File: src/rtl/ccff_loader.sv
// Configuration-chain loader: serializes host bitstream words MSB-first onto the eFPGA ccff chain.
// Optional readback compare of ccff_tail in verify passes is enabled by defining CCFF_READBACK_EN.
//
// state    | meaning
// ---------+----------------------------------------------------------
// S_IDLE   | waiting for start; no pass in progress
// S_FETCH  | in_ready high, waiting for the next host word
// S_SHIFT  | one chain bit per cycle, ccff_shift_en high
// S_FINISH | chain full; done pulses for one cycle
module ccff_loader #(
  parameter int DATA_W    = 8,
  parameter int CHAIN_LEN = 1024,
  parameter int CNT_W     = $clog2(CHAIN_LEN + 1)
) (
  input  logic              prog_clk,
  input  logic              pReset,
  input  logic              start,
  input  logic              verify,
  input  logic              in_valid,
  input  logic [DATA_W-1:0] in_data,
  output logic              in_ready,
  output logic              ccff_head,
  output logic              ccff_shift_en,
  input  logic              ccff_tail,
  output logic              busy,
  output logic              done,
  output logic              err
);

  localparam int IDX_W = (DATA_W > 1) ? $clog2(DATA_W) : 1;

  typedef enum logic [1:0] {
    S_IDLE   = 2'd0,
    S_FETCH  = 2'd1,
    S_SHIFT  = 2'd2,
    S_FINISH = 2'd3
  } state_t;

  state_t            r_state;
  state_t            w_state_nxt;
  logic [DATA_W-1:0] r_shreg;
  logic [IDX_W-1:0]  r_idx;
  logic [IDX_W-1:0]  w_idx_nxt;
  logic [CNT_W-1:0]  r_cnt;
  logic              r_mode;
  logic              r_head;
  logic              r_shift_en;
  logic              w_accept;
  logic              w_last_bit;
  logic              w_word_end;

  assign w_accept   = (r_state == S_FETCH) && in_valid;
  assign w_last_bit = (r_cnt == CNT_W'(CHAIN_LEN - 1));
  assign w_word_end = (r_idx == '0);
  assign w_idx_nxt  = r_idx - IDX_W'(1);

  always_ff @(posedge prog_clk or posedge pReset) begin
    if (pReset) begin
      r_state <= S_IDLE;
    end else begin
      r_state <= w_state_nxt;
    end
  end

  always_comb begin
    w_state_nxt = r_state;
    case (r_state)
      S_IDLE:   if (start) w_state_nxt = S_FETCH;
      S_FETCH:  if (w_accept) w_state_nxt = S_SHIFT;
      S_SHIFT: begin
        if (w_last_bit) begin
          w_state_nxt = S_FINISH;
        end else if (w_word_end) begin
          w_state_nxt = S_FETCH;
        end
      end
      S_FINISH: w_state_nxt = S_IDLE;
      default:  w_state_nxt = S_IDLE;
    endcase
  end

  // Head and shift-enable are loaded one cycle ahead so they line up with the SHIFT cycles.
  always_ff @(posedge prog_clk or posedge pReset) begin
    if (pReset) begin
      r_shreg    <= '0;
      r_idx      <= '0;
      r_cnt      <= '0;
      r_mode     <= 1'b0;
      r_head     <= 1'b0;
      r_shift_en <= 1'b0;
    end else begin
      r_shift_en <= (w_state_nxt == S_SHIFT);
      case (r_state)
        S_IDLE: begin
          if (start) begin
            r_mode <= verify;
            r_cnt  <= '0;
          end
        end
        S_FETCH: begin
          if (w_accept) begin
            r_shreg <= in_data;
            r_idx   <= IDX_W'(DATA_W - 1);
            r_head  <= in_data[DATA_W-1];
          end
        end
        S_SHIFT: begin
          r_cnt <= r_cnt + CNT_W'(1);
          if (!w_last_bit && !w_word_end) begin
            r_idx  <= w_idx_nxt;
            r_head <= r_shreg[w_idx_nxt];
          end else begin
            r_head <= 1'b0;
          end
        end
        default: r_head <= 1'b0;
      endcase
    end
  end

`ifdef CCFF_READBACK_EN
  logic r_err;

  // The tail replays the previous pass's bit k at verify shift k, so it must equal the head.
  always_ff @(posedge prog_clk or posedge pReset) begin
    if (pReset) begin
      r_err <= 1'b0;
    end else if ((r_state == S_IDLE) && start) begin
      r_err <= 1'b0;
    end else if (r_mode && r_shift_en && (ccff_tail != r_head)) begin
      r_err <= 1'b1;
    end
  end

  assign err = r_err;
`else
  logic w_unused;

  assign w_unused = ^{ccff_tail, r_mode};
  assign err      = 1'b0;
`endif

  assign in_ready      = (r_state == S_FETCH);
  assign busy          = (r_state == S_FETCH) || (r_state == S_SHIFT);
  assign done          = (r_state == S_FINISH);
  assign ccff_head     = r_head;
  assign ccff_shift_en = r_shift_en;

endmodule

File: config.mk
export PLATFORM = sky130hd
export DESIGN_NAME = ccff_loader
export DESIGN_NICKNAME = d
export VERILOG_FILES = /design/src/rtl/ccff_loader.sv
export SDC_FILE = /design/constraint.sdc
export NUM_CORES = 1
export LEC_CHECK = 0
export CAP_MARGIN = 20
export CORE_MARGIN = 5
export CORE_UTILIZATION = 62
export CTS_CLUSTER_SIZE = 14
export DETAILED_ROUTE_END_ITERATION = 10
export DONT_BUFFER_PORTS = 1
export MAX_ROUTING_LAYER = met4
export PLACE_DENSITY = 0.78
export SYNTH_ARGS = -nofsm -noshare
export SYNTH_HDL_FRONTEND = slang
export SYNTH_SLANG_ARGS = --single-unit
File: constraint.sdc
create_clock -name prog_clk -period 2.1 [get_ports prog_clk]
set_input_delay 0.42 -clock prog_clk [delete_from_list [all_inputs] [get_ports prog_clk]]
set_output_delay 0.42 -clock prog_clk [all_outputs]
set_load 0.01 [all_outputs]
==> key figures <==
Placement
  • Placed insts: 165
  • Port Buffers: 0
  • Placed Area: 0.00152 sq mm
  • Final Wtd Congestion: 0.876
  • Post-DP HPWL: 2.23 mm

Drt
  • Post-route DRC violation count: 0
  • ANT nets after route: 0
  • Drt first-iter violations: 58
  • Final WL: 2.85 mm
  • Vias/cell: 6.17
  • DR pass1 iterations: 4
  • Routed WL per cell: 16.9 um
  • Via count: 1042

Clocking
  • Clk_lat worst skew: 0.31 ns
  • CTS-repair resized insts: 0
  • CTS Root Cell: clkbuf_4
  • Num CTS Buffers: 3
  • CTS Sinks: 26
  • CTS tree: yes
  • CTS clk-pin slew, worst paths: 0.13 ns
  • Clock tree buffer depth: 2
  • Hold buffers post-CTS: 0
  • Htree depth: 1
  • Post-CTS Repair Setup Buffers: 0

Worst setup path
  • CP Class: reg -> reg
  • Crit-path max FO: 5
  • Worst EP required: 2.31 ns
  • CP endpoint kind: register
  • CP startpoint kind: register
  • WP data arrival: 2.03 ns

Pwr
  • Leakage: 0.689 nW
  • Comb power frac: 41.2%
  • Clock network fraction of design power: 15.3%
  • Flop pwr share: 43.5%
  • Internal Power: 1.03 mW
  • Psw: 574 uW
  • PD cells: 1030 mW/mm^2
  • Pwr Total: 1.60 mW
  • Worst vdd ir: 704 uV
  • Sw Share: 35.8%

Floorplanning
  • I/O pins: 20
  • Die H: 59.2 um
  • Die Footprint: 0.00350 sq mm
  • Initial Util: 66.4%
  • Core area: 0.00225 sq mm
  • Rows: 17
  • Width of the die: 59.2 um

Timing
  • Fin. Hold Viols: 0
  • RSZ-0062 raised after global routing: no
  • Fmax achieved: 550 MHz
  • Worst-Margin Slew: 0.502 ns
  • Final period util: 86.7%
  • Clk_skew: 0.00156 ns
  • Final min period: 1.82 ns
  • Slew headroom: 65.9%
  • Pins over their slew limit: 0
  • # setup viols final: 0
  • Setup_tns: 0 ns

Yosys
  • Mean area per synthesized cell: 11.0 sq um
  • #FFs+latches synth: 26
  • Ranking of synthesized cells by area: dfrtp_1 43%, mux2_2 6.8%, ha_1 5.8%, mux2i_1 3.3%, nand2_1 3.3%
  • Mux cell area share after synthesis: 14.0%
  • Synth Area in Simple Gates: 17.8%
  • Synth Area in XOR/XNOR: 2.34%
  • Count of flip-flops with a built-in enable after synthesis: 0
  • Commonest cells post-synth: 26 x dfrtp_1, 13 x nand2_1, 9 x mux2_2, 8 x inv_1
  • Syn Std Cell Area: 0.00150 sq mm
  • Ys async rst share: 100%
  • Cell with the most instances after synthesis: dfrtp_1
  • Largest family of logic cells by synthesized area: simple AND/OR/NAND/NOR gates
  • Ys flop type: dfrtp_1
  • Post-Synthesis Cells: 136
  • Top cell type's share of synthesized area: 43.4%
  • Netlist cell types: 44
  • Syn_nets: 157
  • Synth Area in Adders: 5.85%
  • Yosys warnings: 0
  • Synth area leader: dfrtp_1
  • Synth Area in Compound Gates: 10.9%
  • Seq/Total Area, Yosys: 43.4%

Finish
  • Fin area: 0.00156 sq mm
  • Final non-filler cell total: 169
  • Final nets: 163
  • Area growth from synthesis to layout: 3.93%
  • Layout cells sized above 1: 19.9%
  • ANT cells: 0

Worst hold path
  • Hold crit path type: in -> async

GRT
  • Largest net degree at the start of global routing: 27
  • Initial antenna violation count: 0
  • First-pass GRT wire length: 5.06 mm
  • Via count of the first global-routing pass: 1136
  • Remaining Overflow, GRT: 0
  • All-Layer GR Usage: 19.1%

Run status
  • Status: finished, final reports clean

Flow run
  • MaxCap Viol Count: 0
## worst max-delay path: stages (launching register included)
cell,delay (ns)
dfrtp_1,0.45
inv_1,0.10
ha_1,0.42
nor3b_1,0.28
nand3_1,0.18
mux2_2,0.29
## logic make-up (layout without fill, tap and decap cells)
group                    Yosys count  after routing
flip-flops                        26             26
adder cells (fa/ha/maj)            7              7
AND/OR/NAND/NOR                   43             43
multiplexers                      17             17
other                              1              1
XOR/XNOR                           4              4
AO/OA/AOI/OAI                     26             26
buffers and inverters             12             17
## sequential cells by signal, summed over array words and instances, names as in the netlist
register	cells
r_cnt	11
r_shreg	8
r_idx	3
r_state	2
ccff_head	1
ccff_shift_en	1
## routing by layer
layer	vias to the layer above	global-route usage (%)	part of all wire (%)
met1	503	24.8	45
met3	4	3.70	5.7
met4	0	6.15	0.70
li1	496	-	-
met5	-	-	0
met2	39	30.1	49
## metrics by stage
| stage | utilization [%] | hold slack, ns | worst slack (ns) |
|---|---|---|---|
| after CTS | 69.0 | 0.0372 | 0.279 |
| final | 69.0 | 0.0354 | 0.280 |
| after detailed placement | 67.4 | 0.398 | 0.306 |
| after floorplan | - | 0.460 | 0.448 |
| after global placement | 67.4 | 0.385 | 0.337 |
| after global routing | 69.0 | 0.0490 | 0.163 |
## power by group through the flow
stage               Sequential, mW  Combinational, mW  Clock, mW
floorplan                    0.680              0.554          0
global placement             0.698              0.629          0
CTS                          0.701              0.662      0.259
detailed placement           0.713              0.657          0
global route                 0.718              0.728      0.282
finish                       0.699              0.661      0.245
## path summary, 6_finish.rpt
path                                           start                endpoint  slack, ns  depth (start not counted)
worst min register to register  r_idx[1]$_DFFE_PP0P_    r_idx[1]$_DFFE_PP0P_       0.52                          1
worst max-delay path            r_state[0]$_DFF_PP0_    r_idx[0]$_DFFE_PP0P_       0.28                          5
worst min-delay path                          pReset  r_shreg[3]$_DFFE_PP0P_       0.04                          2
max in group asynchronous                     pReset    r_idx[0]$_DFFE_PP0P_       1.81                          2
min in group prog_clk                     in_data[0]  r_shreg[0]$_DFFE_PP0P_       0.25                          1
worst max register to register  r_state[0]$_DFF_PP0_    r_idx[0]$_DFFE_PP0P_       0.28                          5
## layout make-up
type,count,area (sq um)
multi-input combinational,98,767
inverter,8,30.0
timing repair buffer,5,37.5
tap,28,35.0
sequential,26,651
clock buffer,4,36.3
fill,182,698
## cell usage in the layout, fill, tap and decap left out, types with 2 or more instances in the layout
master and instances:
inv_1 8, mux4_2 2, nand4b_1 2, nand2b_1 2, nor2_1 6, mux2_2 9
nand3_1 5, clkbuf_4 3, o31ai_1 2, o21ai_0 7, nor2b_1 2, o21ai_1 4
nand2_1 13, a21oi_1 4, ha_1 7, and4_4 2, dfrtp_1 26, mux2i_1 5
buf_4 5, xnor2_1 3
Power figures use the tool's default switching activity.
